===== src/rtl/vblank_update_scheduler.sv =====
// vblank_update_scheduler
//
// Shares the single sprite/game-state update port between N_REQ game-logic
// requesters. Once per frame, while the VGA line counter sits inside
// [WIN_START_LINE, WIN_END_LINE], an update window opens and each requester
// may be granted at most once, in round-robin order, using a req/gnt/done
// handshake.
//
// Handshake: a requester holds req[i] high while it wants the port. gnt is
// one-hot and registered; once gnt[g] is high it stays high until the cycle
// after done[g] is seen high (done is a one-cycle pulse). done on any bit
// other than the granted one is ignored, and dropping req never revokes a
// grant. Two grants are always separated by at least one cycle with gnt=0.
//
// Optional build macro: GRANT_TIMEOUT_EN. When defined, a grant held for
// MAX_HOLD cycles without done is forcibly released and timeout pulses.
// When undefined, no hold counter exists and timeout is constant 0.
//
// Ports:
//   clk          system/pixel clock
//   rst_n        asynchronous active-low reset
//   line         signed current line from the VGA timing generator
//   req          level request per requester
//   done         one-cycle completion pulse per requester
//   gnt          one-hot grant (registered)
//   frame_tick   one-cycle pulse as the window opens
//   window_open  registered window indicator
//   busy         any grant active (registered with gnt)
//   overrun      sticky: window closed with a grant held or a request pending
//   timeout      one-cycle pulse on forced grant release
module vblank_update_scheduler #(
    parameter int N_REQ          = 4,
    parameter int CORDW          = 11,
    parameter int WIN_START_LINE = 480,
    parameter int WIN_END_LINE   = 489,
    parameter int MAX_HOLD       = 4096
) (
    input  logic                    clk,
    input  logic                    rst_n,
    input  logic signed [CORDW-1:0] line,
    input  logic [N_REQ-1:0]        req,
    input  logic [N_REQ-1:0]        done,
    output logic [N_REQ-1:0]        gnt,
    output logic                    frame_tick,
    output logic                    window_open,
    output logic                    busy,
    output logic                    overrun,
    output logic                    timeout
);

    localparam int PW = $clog2(N_REQ);
    localparam logic signed [CORDW-1:0] WIN_START = CORDW'(WIN_START_LINE);
    localparam logic signed [CORDW-1:0] WIN_END   = CORDW'(WIN_END_LINE);

    typedef enum logic [1:0] {IDLE, ARB, GRANT} state_e;

    state_e            state_q, state_d;
    logic [N_REQ-1:0]  gnt_q, gnt_d;
    logic [N_REQ-1:0]  served_q, served_d;
    logic [PW-1:0]     rr_ptr_q, rr_ptr_d;
    logic              window_open_q, window_open_d;
    logic              frame_tick_q, frame_tick_d;
    logic              busy_q, busy_d;
    logic              overrun_q, overrun_d;

    logic [N_REQ-1:0]  eligible;
    logic [N_REQ-1:0]  rot;
    logic              pick_found;
    logic [PW-1:0]     pick_off;
    logic [PW:0]       pick_sum;
    logic [PW-1:0]     pick_idx;
    logic [PW-1:0]     g_idx;
    logic              grant_done;
    logic              timeout_hit;

    // Round-robin pick: rotate eligibility so rr_ptr lands on bit 0, take the
    // lowest set bit, then rotate the offset back to an absolute index.
    always_comb begin
        eligible   = req & ~served_q & {N_REQ{window_open_q}};
        rot        = N_REQ'({eligible, eligible} >> rr_ptr_q);
        pick_found = 1'b0;
        pick_off   = '0;
        for (int j = 0; j < N_REQ; j++) begin
            if (!pick_found && rot[j]) begin
                pick_found = 1'b1;
                pick_off   = PW'(j);
            end
        end
        pick_sum = {1'b0, rr_ptr_q} + {1'b0, pick_off};
        if (pick_sum >= (PW+1)'(N_REQ)) begin
            pick_sum = pick_sum - (PW+1)'(N_REQ);
        end
        pick_idx = pick_sum[PW-1:0];

        g_idx = '0;
        for (int i = 0; i < N_REQ; i++) begin
            if (gnt_q[i]) begin
                g_idx = PW'(i);
            end
        end
        grant_done = |(done & gnt_q);
    end

    always_comb begin
        window_open_d = (line >= WIN_START) && (line <= WIN_END);
        frame_tick_d  = window_open_d && !window_open_q;

        state_d  = state_q;
        gnt_d    = gnt_q;
        rr_ptr_d = rr_ptr_q;
        // A new window forgets who was served; a grant still in flight sets
        // its own bit again below when it completes.
        served_d = frame_tick_d ? '0 : served_q;

        overrun_d = frame_tick_d ? 1'b0 : overrun_q;
        if (window_open_q && !window_open_d && (state_q == GRANT || |eligible)) begin
            overrun_d = 1'b1;
        end

        case (state_q)
            IDLE: begin
                if (window_open_q) begin
                    state_d = ARB;
                end
            end
            ARB: begin
                if (!window_open_q) begin
                    state_d = IDLE;
                end else if (pick_found) begin
                    gnt_d   = N_REQ'(1) << pick_idx;
                    state_d = GRANT;
                end
            end
            GRANT: begin
                if (grant_done || timeout_hit) begin
                    gnt_d    = '0;
                    served_d = served_d | gnt_q;
                    rr_ptr_d = (g_idx == PW'(N_REQ - 1)) ? '0 : g_idx + PW'(1);
                    state_d  = ARB;
                end
            end
            default: state_d = IDLE;
        endcase

        busy_d = |gnt_d;
    end

    always_ff @(posedge clk or negedge rst_n) begin
        if (!rst_n) begin
            state_q       <= IDLE;
            gnt_q         <= '0;
            served_q      <= '0;
            rr_ptr_q      <= '0;
            window_open_q <= 1'b0;
            frame_tick_q  <= 1'b0;
            busy_q        <= 1'b0;
            overrun_q     <= 1'b0;
        end else begin
            state_q       <= state_d;
            gnt_q         <= gnt_d;
            served_q      <= served_d;
            rr_ptr_q      <= rr_ptr_d;
            window_open_q <= window_open_d;
            frame_tick_q  <= frame_tick_d;
            busy_q        <= busy_d;
            overrun_q     <= overrun_d;
        end
    end

`ifdef GRANT_TIMEOUT_EN
    localparam int HW = $clog2(MAX_HOLD);

    logic [HW-1:0] hold_cnt_q, hold_cnt_d;
    logic          timeout_q, timeout_d;

    // Counter is 0 during the first granted cycle, so reaching MAX_HOLD-1
    // means the grant has been held for MAX_HOLD cycles.
    always_comb begin
        hold_cnt_d = hold_cnt_q;
        if (state_q == ARB && state_d == GRANT) begin
            hold_cnt_d = '0;
        end else if (state_q == GRANT) begin
            hold_cnt_d = hold_cnt_q + HW'(1);
        end
        timeout_hit = (state_q == GRANT) && (hold_cnt_q == HW'(MAX_HOLD - 1));
        // done in the same cycle wins: that is a normal completion.
        timeout_d   = timeout_hit && !grant_done;
    end

    always_ff @(posedge clk or negedge rst_n) begin
        if (!rst_n) begin
            hold_cnt_q <= '0;
            timeout_q  <= 1'b0;
        end else begin
            hold_cnt_q <= hold_cnt_d;
            timeout_q  <= timeout_d;
        end
    end

    assign timeout = timeout_q;
`else
    // No hold limit: grants last until done. MAX_HOLD is positive, so this
    // term is constant 0.
    assign timeout_hit = (MAX_HOLD < 1);
    assign timeout     = 1'b0;
`endif

    assign gnt         = gnt_q;
    assign frame_tick  = frame_tick_q;
    assign window_open = window_open_q;
    assign busy        = busy_q;
    assign overrun     = overrun_q;

endmodule


===== config.mk =====
export PLATFORM = sky130hd
export DESIGN_NAME = vblank_update_scheduler
export DESIGN_NICKNAME = d
export VERILOG_FILES = /design/src/rtl/vblank_update_scheduler.sv
export SDC_FILE = /design/constraint.sdc
export NUM_CORES = 1
export LEC_CHECK = 0
export ABC_CLOCK_PERIOD_IN_PS = 3900
export CAP_MARGIN = 40
export CELL_PAD_IN_SITES_DETAIL_PLACEMENT = 2
export CELL_PAD_IN_SITES_GLOBAL_PLACEMENT = 2
export CORE_MARGIN = 2
export CORE_UTILIZATION = 31
export DETAILED_ROUTE_END_ITERATION = 12
export GPL_ROUTABILITY_DRIVEN = 0
export PLACE_DENSITY_LB_ADDON = 0.1
export SETUP_SLACK_MARGIN = 0.02
export SYNTH_ARGS = -nofsm -noshare
export SYNTH_HDL_FRONTEND = slang
export SYNTH_SLANG_ARGS = --single-unit

===== constraint.sdc =====
create_clock -name clk -period 3.9 [get_ports clk]
set_input_delay 0.585 -clock clk [delete_from_list [all_inputs] [get_ports clk]]
set_output_delay 0.585 -clock clk [all_outputs]
set_load 0.02 [all_outputs]

## Word level (Yosys, flattened, before mapping)

Index checks and enable logic that the tools add are counted.
W data, S select, Z words.

| storage, ports and cells | value |
|---|---|
| register bits | 16 |
| input bits | 21 |
| output and inout bits | 9 |
| logic and storage cells | 73 |

| cells by class | value |
|---|---|
| add/subtract/negate cells | 3 |
| magnitude comparators | 3 |
| equal/unequal tests | 6 |
| shift operators | 2 |
| mux-type cells | 26 |
| bitwise gates (word level) | 5 |
| reductions and logical operators | 20 |

Operator list:

| kind | number |
|---|---|
| $mux W4 | 6 |
| $mux W2 | 10 |
| $and A4 B4 Y4 | 3 |
| $reduce_or A4 Y1 | 3 |
| $ge A11 B10 Y1 const B | 1 |
| $le A11 B10 Y1 const B | 1 |
| $mux W1 | 8 |
| $pmux W4 S2 | 1 |
| $shr A8 B2 Y4 | 1 |
| $logic_and A1 B1 Y1 | 7 |
| $pmux W2 S3 | 1 |
| $logic_not A1 Y1 | 5 |
| $eq A2 B2 Y1 const B | 2 |
| $ne A2 B2 Y1 const B | 2 |
| $not A4 Y4 | 1 |
| $or A4 B4 Y4 | 1 |
| $shl A1 B2 Y4 const A | 1 |
| $add A2 B2 Y3 | 1 |
| $ge A3 B3 Y1 const B | 1 |
| $ne A3 B3 Y1 const B | 1 |
| $reduce_and A3 Y1 | 1 |
| $add A2 B1 Y2 const B | 1 |
| $eq A2 B1 Y1 const B | 1 |
| $logic_not A2 Y1 | 1 |
| other kinds (4) | 4 |

## Depth between registers and ports, before layout

Gate-level depths: netlist of the first run.

| logic depth | value |
|---|---|
| depth after elaboration | 22 |
| depth in mapped cells | 11 |
| gate-level depth less buffers | 10 |

## Least setup slack after synthesis of the first run

OpenSTA, ideal clock, no wires.

| timing | value |
|---|---|
| kind | input -> register |
| start | input req[0] |
| end | register gnt_q[3], in the netlist gnt[3] |
| library setup time | 0.066 ns |
| arrival time | 2.192 ns |
| setup slack | 1.641 ns |
| cell stages on the path | 10 |
| buffers on the path | 1 |
| cells stage by stage | nor2b_4 > buf_6 > nor2_1 > nor2_1 > a22oi_1 > a21oi_1 > ha_1 > or4b_1 > nor3_1 > a221o_1 |

| on the way | value |
|---|---|
| longest elaborated chain between the ends | 20 |
| elaborated cells on any way between the ends | 24 |
| those cells by class | add/sub: 2; order compare: 1; shift: 2; mux: 11; bitwise: 2; reduce/logical: 6 |

RTL lines:

| element | RTL line | text |
|---|---|---|
| start, declared | 41 | `input logic [N_REQ-1:0] req,` |
| $and A4 B4 Y4 (*) (2 in a row) | 79 | `eligible = req & ~served_q & {N_REQ{window_open_q}};` |
| $shr A8 B2 Y4 (*) | 80 | `rot = N_REQ'({eligible, eligible} >> rr_ptr_q);` |
| $mux W1 | 84 | `if (!pick_found && rot[j]) begin` |
| $logic_not A1 Y1 | 84 |  |
| $logic_and A1 B1 Y1 | 84 |  |
| $mux W1 | 84 |  |
| $logic_not A1 Y1 | 84 |  |
| $logic_and A1 B1 Y1 | 84 |  |
| (+4 left out) | n/a |  |
| $add A2 B2 Y3 | 89 | `pick_sum = {1'b0, rr_ptr_q} + {1'b0, pick_off};` |
| $ge A3 B3 Y1 or $sub A2 B1 Y2 (tied branches) | 90, 91 |  |
| $mux W2 | 90 | `if (pick_sum >= (PW+1)'(N_REQ)) begin` |
| $shl A1 B2 Y4 | 130 | `gnt_d = N_REQ'(1) << pick_idx;` |
| $mux W4 (*) | 129 | `end else if (pick_found) begin` |
| $mux W4 (*) | 127 | `if (!window_open_q) begin` |
| $pmux W4 S2 (*) | 120 | `case (state_q)` |
| named net gnt_d[3] | 58 | `logic [N_REQ-1:0] gnt_q, gnt_d;` |
| end signal, assigned | 160 | `gnt_q <= gnt_d;` |
| end, declared | 58 |  |

The timed path passes the listed nets; every way through them passes the cells marked *.
A chain may end at the register's enable or synchronous reset.

## Worst setup path after layout of the first run

| timing | value |
|---|---|
| start | input req[0] |
| end | register gnt_q[1], in the netlist gnt[1] |

The elaborated chain is that of the path after synthesis.

==> run summary, run 1 <==
The run finished with clean final reports. The maximum number of pins on one net before global-route repair is 17. The count of buffers added on input and output ports is 27. The logs give 47.1% for the tightest slew margin relative to the limit and 0.000587 uW for the leakage dissipation.

After detailed routing, the average wire length per cell comes to 17.3 um. The final critical-path required period was 2.70 ns. Once the floorplan was initialized, standard cells occupied 32.4% of the core. The global routing usage summed across all routing layers was 17.4%; the max-slew violation count was 0. Of the available clock period, the critical path in the final layout requires 69.3%. The area of the mapped netlist was 1080 um2. After clock tree synthesis, the clock-pin slew on the worst setup and hold paths is 0.10 ns. In this run the worst hold path is classified as flop to flop.

After global routing the overflow that remains totals 0. After detailed routing, the number of remaining DRC violations is 0. Global-route wire length before repair: 5.31 mm.

The floorplan die height is 63.0 um, and the routed length on met2 is 1.61 mm. For the total core area, the log shows 3340 um2. The repair_antennas step left the layout with diodes totalling 0. The vias per cell came out at 5.31. Setup repair after global routing left no endpoint under its margin. For this block, the initial DRC count from the detailed router was 28. The leading cell type in the layout, fill and taps excluded was clkdlybuf4s50_1. Startpoint-to-endpoint class of the critical path: input pin to flop. The later pin in the worst-skew pair is clocked with a latency of 0.29 ns. The number of antenna violations at the first check in global routing is 0, and the max-capacitance violation count is 0. STA puts the critical path data required time at 4.14 ns. The sequential cells in the finished layout cover a total of 400 um2. The area overhead of the layout relative to synthesis came out at 31.2%. In the final layout, the multi-input gates occupy 618 um2. Setup violations remaining at the end of the flow were counted as 0. The clock tree skew after final layout is 0.00465 ns, and the number of buffers created by CTS is 3. The number of nets at the end of the flow is 164, and the top-level I/O count is 30. The top cell types in the final layout, fill and taps aside, are clkdlybuf4s50_1, dfrtp_1, o21ai_0, inv_1, nand2_1.

The highest metal layer with signal wires was met4. Row generation in the floorplan step produced 21 rows. STA classifies the critical path endpoint as a flop. The final layout contains routed wiring with a total length of 3.16 mm. At the worst endpoint, the arrival time is 2.94 ns. The final count of hold timing violations is 0.

The layout has 375 filler cells. The synthesized area per cell is 9.82 um2, and the width of the chip is 63.0 um. The finished cells cover 1420 um2.

The actual slew at the worst max-slew pin is 0.792 ns. Along the worst path, the maximum fanout reaches 7. Number of vias in the routed layout: 972.

Root cell of the clock tree: clkbuf_4. The tools report the highest clock rate as 370 MHz. Synthesis produced 110 cells.

Sort of element at the start of the critical path: an input pin. In this run, post-CTS hold repair placed 0 buffers. Final setup TNS: 0 ns.

The number of global-route vias before repair was 1050. The most used flip-flop cell after synthesis is dfrtp_1. The worst-case IR drop observed on VDD is 0.212 mV.

The post-synthesis net count was 136; the number of synthesized register bits was 16. Measured on the finished design, the core utilization comes to 42.4%. The number of levels in the clock H-tree is 1, and the number of enable-type register cells in the synthesized netlist is 0. After synthesis, the share of flip-flops with an asynchronous set or reset is 100%. For the count of instances resized after the clock tree is built, the log shows 0.

During synthesis, Yosys emitted a total of 0 warnings. The routed metal-1 wire length was 1.42 mm; the fraction of layout instances using a drive strength above 1 was 10.2%. The HPWL after detailed placement is 2.49 mm. The number of nets still failing antenna checks after routing is 0, and the floorplan die area is 3970 um2. No sink is reached through more buffers than the 2 on the longest clock path.

CTS saw 16 sinks. TritonCTS built the clock tree. Once placement finished, the instance area stood at 1380 um2. The power per unit of standard cell area works out to 312 nW/um2.

The routed design uses 98 um of met3 wire. Sequential elements use 37.1% of the synthesized area. Yosys mapped the design onto 46 distinct sky130hd cell types. The number of buffers inserted by post-CTS setup repair is 0, and the count of TritonRoute iterations in the first routing pass is 4.
report_power, final:
part | switching [uW] | internal, uW | total [uW]
registers | 15.7 | 180 | 196
clock network | 54.1 | 56.9 | 111
logic | 69.2 | 65.5 | 135
total | 139 | 302 | 441
final timing paths:
path	from	end	slack, ns	cells after the start
max reg2reg	served_q[0]	gnt[1]	1.54	10
min in group asynchronous	rst_n	frame_tick	0.74	1
min reg2reg	served_q[1]	served_q[1]	0.55	1
max in group asynchronous	rst_n	state_q[0]	2.66	1
max	req[0]	gnt[1]	1.20	11
min	served_q[1]	served_q[1]	0.55	1
Yosys cell counts, types with 2 or more instances:
| master | n | area (um2) |
|---|---|---|
| a22o_1 | 5 | 43.8 |
| nor2_1 | 5 | 18.8 |
| nor3b_1 | 4 | 30.0 |
| inv_1 | 9 | 33.8 |
| a21oi_1 | 4 | 20.0 |
| mux2i_1 | 2 | 20.0 |
| nand2_1 | 6 | 22.5 |
| nor4_1 | 2 | 12.5 |
| a221o_1 | 3 | 30.0 |
| nand2b_1 | 3 | 18.8 |
| ha_1 | 5 | 62.6 |
| o21ai_0 | 9 | 45.0 |
| dfrtp_1 | 16 | 400 |
| nand3_1 | 3 | 15.0 |
| nor3_1 | 3 | 15.0 |
state kept, by name, indices dropped and copies added, names as in the netlist:
signal and flops:
gnt 4, served_q 4, rr_ptr_q 2, state_q 2
busy 1, frame_tick 1, overrun 1, window_open 1
worst max-delay path, cell delays in order:
cell and delay, ns:
clkdlybuf4s50_1 0.48, nor2b_4 0.26, nand3_1 0.11, o311ai_0 0.11, o21ai_0 0.14, a21oi_1 0.19
ha_1 0.21, nand4_1 0.13, nor3b_1 0.36, nor3b_1 0.24, a211o_1 0.13
layer usage:
layer | GRT usage (%) | vias to the layer above
li1 | - | 467
met1 | 21.2 | 485
met2 | 30.5 | 16
met3 | 4.32 | 4
met4 | 4.17 | 0
met5 | 0 | -
stage by stage:
| stage | cells | setup slack (ns) | total power, uW | hold slack (ns) |
|---|---|---|---|---|
| floorplan | 110 | 1.64 | 270 | 0.289 |
| global placement | 179 | 0.975 | 329 | 0.522 |
| detailed placement | 179 | 0.921 | 334 | 0.527 |
| CTS | 183 | 1.21 | 449 | 0.553 |
| global route | 183 | 0.984 | 473 | 0.594 |
| finish | 183 | 1.20 | 441 | 0.547 |
final cells by class:
cell class	count	share of cell area [%]
tap	46	4.06
timing repair buffer	27	19.1
multi-input combinational	81	43.6
clock buffer	4	2.56
inverter	9	2.39
sequential	16	28.3
cell families after synthesis:
logic type                 share of synthesized area [%]
and+or+nand+nor                                     23.3
buffers and inverters                               5.68
muxes                                               2.90
DFF                                                 37.1
adders and majority gates                           5.79
AOI/OAI and AO/OA                                   24.9
other                                              0.347
Note: power is estimated with default switching activity, not from simulation.
==> run 2: changes to the inputs <==
ABC_CLOCK_PERIOD_IN_PS = 2300   (was 3900)
CORE_UTILIZATION = 26   (was 31)
clock period = 2.3 ns   (was 3.9 ns; I/O delays follow)
==> run 2 against run 1 <==
Clock power up 130%. Critical endpoint is now gnt[3]. Largest power group unchanged. Worst hold slack is essentially flat. First-iteration DRC count down 50%. Via count grew 7.7%. Non-clock buffer count grew 21. Clock-buffer cell count unchanged. Clock skew barely moved.
==> run summary, run 2 (synthesis gave the netlist of run 1 again) <==
The run finished with clean final reports. The tools report the endpoint arrival time on the critical path as 2.38 ns (was 2.94 ns). Start point of the critical path: req[0] (unchanged). The run gives 0 (unchanged) as the antenna cell count. Power per unit of standard cell area: 503 nW/um2 (was 312 nW/um2).

The total wire length after detailed routing came out at 3.58 mm (was 3.16 mm). The tools report the final HPWL from detailed placement as 2.69 mm (was 2.49 mm). Sort of element at the start of the critical path: an input pin (unchanged). Root cell of the clock tree: clkbuf_8 (was clkbuf_4). Most used cells in the layout excluding fill and tap cells: clkdlybuf4s50_1, buf_4, dfrtp_1 (was clkdlybuf4s50_1, dfrtp_1, o21ai_0, inv_1, nand2_1). The total of buffers placed on input and output ports is 27 (unchanged), and the DRC marker count from the first detailed-route iteration is 14 (was 28). Floorplan die height: 68.4 um (was 63.0 um).

For the setup slack of the most critical reg-to-reg path, the log shows 0.11 ns (was 1.54 ns). The remaining design rule violation count was 0 (unchanged). TritonCTS built the clock tree.

Family of cells with the greatest summed delay on the critical path: simple AND/OR/NAND/NOR gates (unchanged). The clock tree skew after final layout is 0.00500 ns (was 0.00465 ns), and the overflow left after global routing is 0 (unchanged). The path class of the lowest-slack min-delay path was input pin to async pin (was flop to flop). Max-capacitance violation count: 0 (unchanged). Layout filler cell count: 435 (was 375). The effective utilization at floorplan is 27.0% (was 32.4%), and the cell count of the worst reg-to-reg path is 10 (unchanged).

The number of sinks driven by the clock tree is 16 (unchanged), and the number of vias in the routed layout is 1047 (was 972). The total chip power was 842 uW (was 441 uW); the number of global-route vias before repair was 1099 (was 1050). The tools report the total setup violations reported at the end of the flow as 0 (unchanged). The reg-to-reg endpoint was gnt[3] (was gnt[1]). The area overhead of the layout relative to synthesis works out to 55.0% (was 31.2%). The fraction of layout instances using a drive strength above 1 came out at 31.0% (was 10.2%).

For this run, the top clock speed supported by timing is 456 MHz. The number of placement rows was 23 (was 21); the global routing usage summed across all routing layers was 16.1% (was 17.4%). The final routed wire length divided by cell count is 17.2 um (was 17.3 um). The logs give 0.25 ns (was 0.29 ns) for the latest clock arrival within the worst-skew pair and 4 (unchanged) for the count of TritonRoute iterations in the first routing pass.

The number of buffers created by CTS is 3 (unchanged), and the clock transition at the register clock pins on the worst setup and hold paths after CTS is 0.07 ns (was 0.10 ns). The largest voltage drop on the vdd net was 0.347 mV (was 0.212 mV); the post-route fraction of the period consumed by the critical path was 95.4%. The kind of end point of the critical path was a flop (unchanged).

Series of cell instances along the critical path: dlygate4sd2_1 -> nor2b_4 -> buf_4 -> nor2_4 -> nor2_1 -> a22oi_2 -> a21oi_1 -> ha_2 -> or4b_4 -> nor3_2 -> a221o_1 (was clkdlybuf4s50_1 -> nor2b_4 -> nand3_1 -> o311ai_0 -> o21ai_0 -> a21oi_1 -> ha_1 -> nand4_1 -> nor3b_1 -> nor3b_1 -> a211o_1). The max-slew violation count came out at 0 (unchanged). For the finished layout, the period the worst path requires is 2.19 ns.

The startpoint-to-endpoint class of the critical path was input pin to flop (unchanged). The maximum number of pins on one net before global-route repair is 17 (unchanged), and the tightest slew margin relative to the limit is 48.0% (was 47.1%). Count of buffer and inverter cells on the critical path: 2 (was 1). The tools report the leakage dissipation as 0.000716 uW (was 0.000587 uW). The number of levels in the clock H-tree is 1 (unchanged), and the number of buffers added to fix hold violations after cts is 0 (unchanged). The top-level I/O count came out at 30 (unchanged).

The number of nets at the end of the flow is 185 (was 164). The vias per cell was 5.03 (was 5.31). The leading cell type in the layout, fill and taps excluded was clkdlybuf4s50_1 (unchanged). The number of antenna violations at the first check in global routing came out at 0 (unchanged). The tools report the global-route wire length before repair as 5.51 mm (was 5.31 mm).

The tools report the floorplan die area as 4680 um2 (was 3970 um2). The number of nets still failing antenna checks after routing was 0 (unchanged). The width of the chip works out to 68.4 um (was 63.0 um).

The final count of hold timing violations is 0 (unchanged). Startpoint of the worst register-to-register path: served_q[0] (unchanged). The required time of the worst setup path is 2.49 ns (was 4.14 ns), and the critical-path maximum fanout is 4 (was 7). Minimum hold slack: 0.547 ns (about the same). The actual slew at the worst max-slew pin is 0.778 ns (was 0.792 ns).

The cell at the slowest stage of the critical path was or4b_4 (was clkdlybuf4s50_1). For the number of buffers on the longest clock path, the log shows 2 (unchanged). The total core area is 4000 um2 (was 3340 um2), and the delay of the slowest critical-path stage is 0.49 ns (was 0.48 ns).
[run 2: final cells by class]
type	count	area (um2)	area share (%)
inverters	9	33.8	2.02
clock buffers	4	55.1	3.29
multi-input cells	81	699	41.8
well taps	50	62.6	3.74
repair buffers	48	423	25.3
flip-flops and latches	16	400	23.9
[run 2: routing by layer]
| metal | global-route usage, % | part of all wire [%] | vias up |
|---|---|---|---|
| met1 | 20.7 | 43 | 526 |
| li1 | - | - | 506 |
| met2 | 28.1 | 54 | 13 |
| met4 | 2.25 | 0.53 | 0 |
| met5 | 0 | 0 | - |
| met3 | 3.45 | 3.1 | 2 |
[run 2: worst max path at each step]
stage | to | slack, ns | cells after the start
final | gnt[3] | 0.11 | 11
after detailed placement | gnt[3] | -0.39 | 9
after global placement | gnt[3] | -0.32 | 9
after CTS | gnt[3] | 0.002 | 8
after global routing | gnt[1] | -0.02 | 11
after floorplan | gnt[3] | 0.28 | 10
[run 2: worst reg2reg max path: stages, from the launching register on]
cell and delay, ns:
dfrtp_1 0.40, nor2b_4 0.07, buf_4 0.15, nor2_4 0.11
nor2_1 0.06, a22oi_2 0.17, a21oi_1 0.09, ha_2 0.36
or4b_4 0.49, nor3_2 0.12, a221o_1 0.13
[run 2: power by group]
part           switching (uW)  internal (uW)
Clock                     102            152
Sequential               28.4            305
Combinational             126            128
[run 2: stage by stage]
stage               instance area [um2]  instances  TNS [ns]  util (%)  setup slack, ns
global placement                   1480        196     -1.06      37.1           -0.316
global route                       1670        208   -0.0316      41.9          -0.0192
floorplan                          1080        110         0         -            0.281
detailed placement                 1480        196     -1.35      37.1           -0.390
finish                             1670        208         0      41.9            0.106
CTS                                1610        204         0      40.3          0.00203
[run 2: repair_timing]
action                                  in CTS  in global routing
pin swaps                                    8                  7
endpoints found under the setup margin       4                  4
gates resized for setup                     16                  6
setup buffers                                4                  4
